--- config.mk ---
export PLATFORM = sky130hd
export DESIGN_NAME = ram_port_arbiter
export DESIGN_NICKNAME = d
export VERILOG_FILES = /design/src/rtl/ram_port_arbiter.sv
export SDC_FILE = /design/constraint.sdc
export NUM_CORES = 1
export LEC_CHECK = 0
export CAP_MARGIN = 40
export CORE_MARGIN = 2
export CORE_UTILIZATION = 39
export CTS_CLUSTER_SIZE = 20
export DETAILED_ROUTE_END_ITERATION = 7
export PLACE_DENSITY = 0.8
export SLEW_MARGIN = 15
export SYNTH_ARGS = -nofsm -noshare
export SYNTH_HDL_FRONTEND = slang
export SYNTH_SLANG_ARGS = --single-unit
export TNS_END_PERCENT = 1
--- constraint.sdc ---
create_clock -name clk_i -period 1.3 [get_ports clk_i]
set_input_delay 0.13 -clock clk_i [delete_from_list [all_inputs] [get_ports clk_i]]
set_output_delay 0.13 -clock clk_i [all_outputs]
set_load 0.01 [all_outputs]
--- src/rtl/ram_port_arbiter.sv ---
// ram_port_arbiter: two-requester front end for one single-port synchronous RAM.
// Grants at most one access per cycle and registers the RAM pins from the winner.
// Read data returns two edges after the transfer edge, steered by a 2-deep tag pipe.
// Optional build macro ARB_FIXED_PRIO_EN: port 0 always wins contention and the
// round-robin pointer is removed. Default (undefined): round-robin.
module ram_port_arbiter #(
    parameter int AW = 8,
    parameter int DW = 8
) (
    input  logic          clk_i,
    input  logic          rst_n_i,
    // port 0
    input  logic          req0_i,
    input  logic          we0_i,
    input  logic [AW-1:0] addr0_i,
    input  logic [DW-1:0] wdata0_i,
    output logic          gnt0_o,
    output logic          rvalid0_o,
    // port 1
    input  logic          req1_i,
    input  logic          we1_i,
    input  logic [AW-1:0] addr1_i,
    input  logic [DW-1:0] wdata1_i,
    output logic          gnt1_o,
    output logic          rvalid1_o,
    // shared read return
    output logic [DW-1:0] rdata_o,
    // RAM pins
    output logic          ram_wr_o,
    output logic          ram_rd_o,
    output logic [AW-1:0] ram_addr_o,
    output logic [DW-1:0] ram_din_o,
    input  logic [DW-1:0] ram_dout_i
);

    // port 1 wins this cycle; everything else follows from this one bit
    logic pick1;

`ifdef ARB_FIXED_PRIO_EN
    assign pick1 = req1_i & ~req0_i;
`else
    logic prio_q, prio_d;
    assign pick1 = req1_i & (~req0_i | prio_q);
`endif

    // grants are forced low while reset is held so no client sees a phantom transfer
    assign gnt0_o = rst_n_i & req0_i & ~pick1;
    assign gnt1_o = rst_n_i & pick1;

    logic          xfer;
    logic          win_we;
    logic [AW-1:0] win_addr;
    logic [DW-1:0] win_wdata;

    assign xfer      = gnt0_o | gnt1_o;
    assign win_we    = pick1 ? we1_i    : we0_i;
    assign win_addr  = pick1 ? addr1_i  : addr0_i;
    assign win_wdata = pick1 ? wdata1_i : wdata0_i;

    logic          ram_wr_q,   ram_wr_d;
    logic          ram_rd_q,   ram_rd_d;
    logic [AW-1:0] ram_addr_q, ram_addr_d;
    logic [DW-1:0] ram_din_q,  ram_din_d;
    // tag pipe: [0] set on the read transfer edge, [1] while the RAM produces data
    logic [1:0]    tag_vld_q,  tag_vld_d;
    logic [1:0]    tag_id_q,   tag_id_d;
    logic          rvalid0_q,  rvalid0_d;
    logic          rvalid1_q,  rvalid1_d;
    logic [DW-1:0] rdata_q,    rdata_d;

    // next-state: command registers load only on a transfer, strobes clear when idle
    always_comb begin
        ram_wr_d   = xfer & win_we;
        ram_rd_d   = xfer & ~win_we;
        ram_addr_d = xfer ? win_addr  : ram_addr_q;
        ram_din_d  = xfer ? win_wdata : ram_din_q;

        tag_vld_d  = {tag_vld_q[0], xfer & ~win_we};
        tag_id_d   = {tag_id_q[0],  pick1};

        rvalid0_d  = tag_vld_q[1] & ~tag_id_q[1];
        rvalid1_d  = tag_vld_q[1] &  tag_id_q[1];
        rdata_d    = tag_vld_q[1] ? ram_dout_i : rdata_q;
    end

`ifndef ARB_FIXED_PRIO_EN
    // round-robin: after a transfer the other port gets priority
    always_comb begin
        prio_d = prio_q;
        if (xfer) prio_d = gnt0_o;
    end

    // priority pointer register
    always_ff @(posedge clk_i or negedge rst_n_i) begin
        if (!rst_n_i) prio_q <= 1'b0;
        else          prio_q <= prio_d;
    end
`endif

    // RAM command, tag pipe and read-return registers; reset drops in-flight reads
    always_ff @(posedge clk_i or negedge rst_n_i) begin
        if (!rst_n_i) begin
            ram_wr_q   <= 1'b0;
            ram_rd_q   <= 1'b0;
            ram_addr_q <= '0;
            ram_din_q  <= '0;
            tag_vld_q  <= '0;
            tag_id_q   <= '0;
            rvalid0_q  <= 1'b0;
            rvalid1_q  <= 1'b0;
            rdata_q    <= '0;
        end else begin
            ram_wr_q   <= ram_wr_d;
            ram_rd_q   <= ram_rd_d;
            ram_addr_q <= ram_addr_d;
            ram_din_q  <= ram_din_d;
            tag_vld_q  <= tag_vld_d;
            tag_id_q   <= tag_id_d;
            rvalid0_q  <= rvalid0_d;
            rvalid1_q  <= rvalid1_d;
            rdata_q    <= rdata_d;
        end
    end

    assign ram_wr_o   = ram_wr_q;
    assign ram_rd_o   = ram_rd_q;
    assign ram_addr_o = ram_addr_q;
    assign ram_din_o  = ram_din_q;
    assign rvalid0_o  = rvalid0_q;
    assign rvalid1_o  = rvalid1_q;
    assign rdata_o    = rdata_q;

endmodule

=== After elaboration in Yosys (flattened, before gate mapping) ===
Index checks and enable logic that the tools add are counted.

* Bits in registers: 33
* Logic and storage cells: 27
* Output and inout port bits: 30
* Input bits: 46

* Bitwise operators: 14
* Mux-type cells: 3

{| class="wikitable"
|+ Operators by type and width
! kind !! count
|-
| 2-to-1 mux 8 bit || 2
|-
| bitwise AND 1 bit || 8
|-
| NOT 1 bit || 4
|-
| OR 1 bit || 2
|-
| 2-to-1 mux 1 bit || 1
|}

=== Logic depth before layout (Yosys ltp) ===
* Depth after elaboration: 7
* Gate-level depth with buffers: 5
* Gate-level depth less buffers: 3

=== Worst setup path before layout ===
Ideal clock, no wire load.

* Path type: register to output
* Start: register prio_q
* End: output gnt0_o
* Arrival time: 0.998 ns
* Slack: 0.172 ns
* Data required time: 1.170 ns
* Cell stages (with the launch flop): 5
* Buffers on the path: 1
* Cells stage by stage: dfrtp_1 > and2b_4 > buf_8 > nor2_1 > nor2_1

* Word-level cells in the longest chain between the ends: 4

{| class="wikitable"
|+ Ends and longest elaborated chain
! what !! RTL line !! source
|-
| from (decl) || 42 || <nowiki>logic prio_q, prio_d;</nowiki>
|-
| from (signal assigned) || 96 || <nowiki>else prio_q <= prio_d;</nowiki>
|-
| OR 1 bit || 43 || <nowiki>assign pick1 = req1_i & (~req0_i | prio_q);</nowiki>
|-
| bitwise AND 1 bit || 43 ||
|-
| net pick1 || 37 || <nowiki>logic pick1;</nowiki>
|-
| NOT 1 bit || 47 || <nowiki>assign gnt0_o = rst_n_i & req0_i & ~pick1;</nowiki>
|-
| bitwise AND 1 bit || 47 ||
|-
| to (decl) || 17 || <nowiki>output logic gnt0_o,</nowiki>
|}

The timed path passes the listed nets, and every way through them passes these cells.

=== Worst setup path in the final report ===
* Start: register prio_q
* End: output gnt1_o

* Word-level cells in the longest chain between the ends: 3

{| class="wikitable"
|+ Ends and longest elaborated chain
! what !! RTL line !! source
|-
| OR 1 bit || 43 ||
|-
| bitwise AND 1 bit || 43 ||
|-
| bitwise AND 1 bit || 48 || <nowiki>assign gnt1_o = rst_n_i & pick1;</nowiki>
|-
| to (decl) || 24 || <nowiki>output logic gnt1_o,</nowiki>
|}

Every way passes these cells.

==> impl.org <==
** Status
- The run finished, with violations left.
- The checks that failed: negative setup slack.

** Final layout
- From synthesis to final layout, the design area changed by 60.70%.
- FILL cells :: 303
- Cells fill between 60% and 70% of the core in the end.
- In the final layout, the share of cells above drive strength 1 is between 10% and 20%.
- Non-filler instance count after layout :: around 260
- The repair_antennas step left the layout with diodes totalling 0.
- Final nets :: approximately 260

** Power
- Switching power share of the total :: 27.56%
- Flop pwr share :: a little under half
- The analysis attributes to net switching a power of roughly 0.00075 W.
- IR analysis of the VDD net gives a maximum drop of 0.0006500 V.
- Summed over all cells, the static leakage comes to 1.034 nW.
- Cell Pwr Density :: 1175 mW/mm^2
- Combinational cells account for 29.2% of the total power.
- Cell internal power was estimated by the tool at around 0.0020 W.
- Clock power share :: about a quarter

** Critical path
- The worst register-to-register path has a depth of 4.
- Critical Path Source Type :: flip-flop
- By startpoint and endpoint, the worst setup path is classified as flip-flop to output port.
- For the worst setup path, the data required time is 1170 ps.
- In this run the worst path has a maximum fanout of 2.
- STA classifies the critical path endpoint as an output port.
- Arr. time, crit path :: 1200 ps

** Drt
- For this run, design rule violations remaining after detail routing come to 0.
- In this run, the number of DRC markers left after iteration 0 of detailed routing was between 60 and 70.
- DR WL/cell :: 14.77 um
- DRT Wirelength :: 3.854 mm
- In this run the remaining antenna-violating nets after routing total 0.
- In the routed layout, each cell is associated on average with a via count of 4.962.
- DR vias :: 1,295
- Pre-antenna DRT Iters :: 4

** Timing
- Summed over all failing endpoints, the final setup total negative slack is -37.80 ps.
- Tightest Pin Transition :: 373.9 ps
- Setup violations remaining at the end of the flow were counted as 2.
- RSZ-0062 raised after global routing :: true
- Achievable Freq :: 750.0 MHz
- Fin crit share :: 102.6%
- Worst max-slew margin expressed relative to the limit :: 75.07%
- Count of pins over their slew limit :: 0
- The total count of hold-check failures in the final report was 0.
- After layout, the minimum clock period comes to 1333 ps.
- Clock skew on the completed layout was measured at 3.263 ps.
- Minimum setup slack in the final design :: -33.29 ps

** Logic synthesis
- Area share of xor/xnor cells in the synthesized design :: 0%
- Combinational family with the most area after synthesis :: compound AO/OA/AOI/OAI gates
- Multiplexer cells account for 6.288% of the synthesized area.
- Of all cell types, the one taking the most synthesized area is sky130_fd_sc_hd__dfrtp_1.
- The synthesized netlist contains 23 unique library cells.
- Synth async-reset ratio :: 100.0%
- Post-synth EDFFs :: 0
- The synthesized netlist devotes 0% of its cell area to adder and majority cells.
- For this run, the leading register cell type out of synthesis is sky130_fd_sc_hd__dfrtp_1.
- Post-Synthesis Cell Area :: between 0.001 and 0.0015 mm^2
- The top cell type by area accounts for a little under three fifths of the synthesized area.
- Post-synth net total :: approximately 180
- During synthesis, Yosys emitted a total of 0 warnings.
- Of the synthesized area, sequential elements account for 55.90%.
- Post-Synthesis Mean Instance Area :: 11.02 um^2
- Post-synthesis sequential element count :: 32
- After Yosys synthesis, and, or, nand and nor cells account for 14.50% of the synthesized area.
- Leading post-synthesis cells by cell area :: sky130_fd_sc_hd__dfrtp_1 56%, sky130_fd_sc_hd__a31oi_1 7.4%, sky130_fd_sc_hd__mux2_2 6.3%, sky130_fd_sc_hd__nand3_1 5.2%, sky130_fd_sc_hd__nor2_1 4.7%
- Summing the areas of all compound-gate instances in the mapped netlist gives 15.28% of the synthesized area.
- Post-synthesis cell count :: 130

** Job
- The tool flagged a number of max-cap violations equal to 0.

** Place
- Final weighted congestion in routability-driven placement :: ~0.78
- Timing analysis after detailed placement gives a worst setup slack of -326.0 ps.
- During placement, the flow inserted port buffers numbering 75.
- Placed wire-length estimate :: 2.639 mm
- Once placement completed, the tool counted placed cells totaling 251.

** Clocking
- Buffers inserted during clock tree synthesis total 5.
- CTS sink count :: 32
- The cell sitting at the root of the clock tree is a sky130_fd_sc_hd__clkbuf_8.
- Worst-path clk slew :: 60 ps
- The later pin in the worst-skew pair is clocked with a latency of roughly 280 ps.
- The longest clock path from root to sink contains 2 buffers.
- TritonCTS built the clock tree.
- Clock H-tree levels :: 2

** Global route
- Global routing finished with a remaining overflow of 0.
- The number of antenna violations at the first check in global routing is 0.
- Pin count of the biggest net entering global routing :: 35
- The first global-routing pass estimated around 6 mm of wire.
- The number of global-route vias before repair was roughly 1,200.
- Global-route usage over all layers :: 19.66%

** Die
- The die is 64.61 um wide.
- # IOs :: 76
- Row generation in the floorplan step produced 22 rows.
- After floorplanning, the core was sized to cover 0.003606 mm^2.
- The die is 64.61 um tall.
- Die Area :: 0.004174 mm^2
- For this configuration, the core starts out at a cell density of 39.73%.

** Min path
- The worst hold path belongs to the class input port to async pin.
-- what timing repair did --
| item | CTS | global route |
|---|---|---|
| cloned | 0 | 1 |
| setup buffers | 1 | 0 |
| hold endpoints to repair | 32 | 0 |
| gates resized for setup | 32 | 8 |
| endpoints found under the setup margin | 21 | 27 |
| hold buffers | 1 | 0 |
| pin swaps | 1 | 0 |
-- power by group through the flow --
stage	combinational, W	clock, W	sequential (W)
final	0.000791	0.000695	0.00122
after global routing	0.000864	0.000773	0.00124
after CTS	0.000802	0.000723	0.00122
after detailed placement	0.000840	0	0.00125
after global placement	0.000829	0	0.00124
after floorplan	0.000295	0	0.00130
-- stage by stage --
stage / hold WS, ps / area (um^2) / power [W]
after global routing: 248.9 / 2302 / 0.002877
after CTS: 207.2 / 2273 / 0.002749
after floorplan: -165.6 / 1433 / 0.001600
after global placement: -43.17 / 2187 / 0.002066
after detailed placement: -40.46 / 2187 / 0.002085
final: 253.6 / 2302 / 0.002706
-- kinds of logic (layout without fill, tap and decap cells) --
group | count (synthesis) | count (layout)
compound gates | 37 | 38
buf+inv | 11 | 93
flops | 32 | 32
mux | 8 | 8
simple gates | 42 | 42
-- cells in the mapped netlist (2+ instances only) --
library cell and count:
sky130_fd_sc_hd__nor2_1 18, sky130_fd_sc_hd__o21ai_1 9, sky130_fd_sc_hd__nand3_2 2, sky130_fd_sc_hd__nand3_1 15, sky130_fd_sc_hd__o21ai_0 8, sky130_fd_sc_hd__clkbuf_8 2
sky130_fd_sc_hd__mux2_2 8, sky130_fd_sc_hd__and3_1 2, sky130_fd_sc_hd__buf_6 5, sky130_fd_sc_hd__dfrtp_1 32, sky130_fd_sc_hd__a31oi_1 17
-- cell type report --
| class | count | area (um^2) | area share (%) |
|---|---|---|---|
| Clock buffer | 6 | 72.57 | 3.152 |
| Sequential cell | 32 | 800.8 | 34.78 |
| Clock inverter | 1 | 5.005 | 0.2174 |
| Inverter | 1 | 3.754 | 0.1630 |
| Tap cell | 48 | 60.06 | 2.609 |
| Multi-Input combinational cell | 88 | 540.5 | 23.48 |
| Timing Repair Buffer | 85 | 819.5 | 35.60 |
-- cells in the final DEF (no fill, tap or decap), types with 5 or more instances in the layout --
cell type                         instances
sky130_fd_sc_hd__clkdlybuf4s50_1         46
sky130_fd_sc_hd__dfrtp_1                 32
sky130_fd_sc_hd__dlygate4sd2_1           19
sky130_fd_sc_hd__nor2_1                  17
sky130_fd_sc_hd__a31oi_1                 17
sky130_fd_sc_hd__nand3_1                 15
sky130_fd_sc_hd__o21ai_1                  9
sky130_fd_sc_hd__o21ai_0                  8
sky130_fd_sc_hd__mux2_2                   8
sky130_fd_sc_hd__buf_4                    8
sky130_fd_sc_hd__dlymetal6s2s_1           7
sky130_fd_sc_hd__clkbuf_8                 5
-- metal layers --
metal	wire length, um	global-route usage [%]	vias to the layer above	share of wire (%)
li1	-	-	631	-
met4	40	7.979	0	1.0
met2	2030	34.64	42	53
met1	1530	21.71	617	40
met5	0	0	-	0
met3	253	6.597	5	6.6
-- final timing paths --
check | startpoint | to | slack (ps)
worst max-delay path | prio_q | gnt1_o | -30
worst min-delay path | rst_n_i | prio_q | 250
worst max register to register | prio_q | tag_vld_q[0] | 20
worst min register to register | tag_id_q[0] | tag_id_q[1] | 360
max in group asynchronous | rst_n_i | ram_wr_o | 470
min in group clk_i | tag_id_q[0] | tag_id_q[1] | 360
-- registers in the layout, indices dropped and copies added (netlist names) --
| register | cells |
|---|---|
| rvalid0_o | 1 |
| tag_vld_q | 2 |
| ram_addr_o | 8 |
| prio_q | 1 |
| ram_wr_o | 1 |
| ram_din_o | 8 |
| rvalid1_o | 1 |
| rdata_o | 8 |
| tag_id_q | 2 |
-- worst max-delay path: stages, from the launching register on --
cell                       delay (ps)
sky130_fd_sc_hd__dfrtp_1          390
sky130_fd_sc_hd__buf_6            120
sky130_fd_sc_hd__nand2b_4         130
sky130_fd_sc_hd__and3_4           180
sky130_fd_sc_hd__buf_6            110
Note: power is estimated with default switching activity, not from simulation.
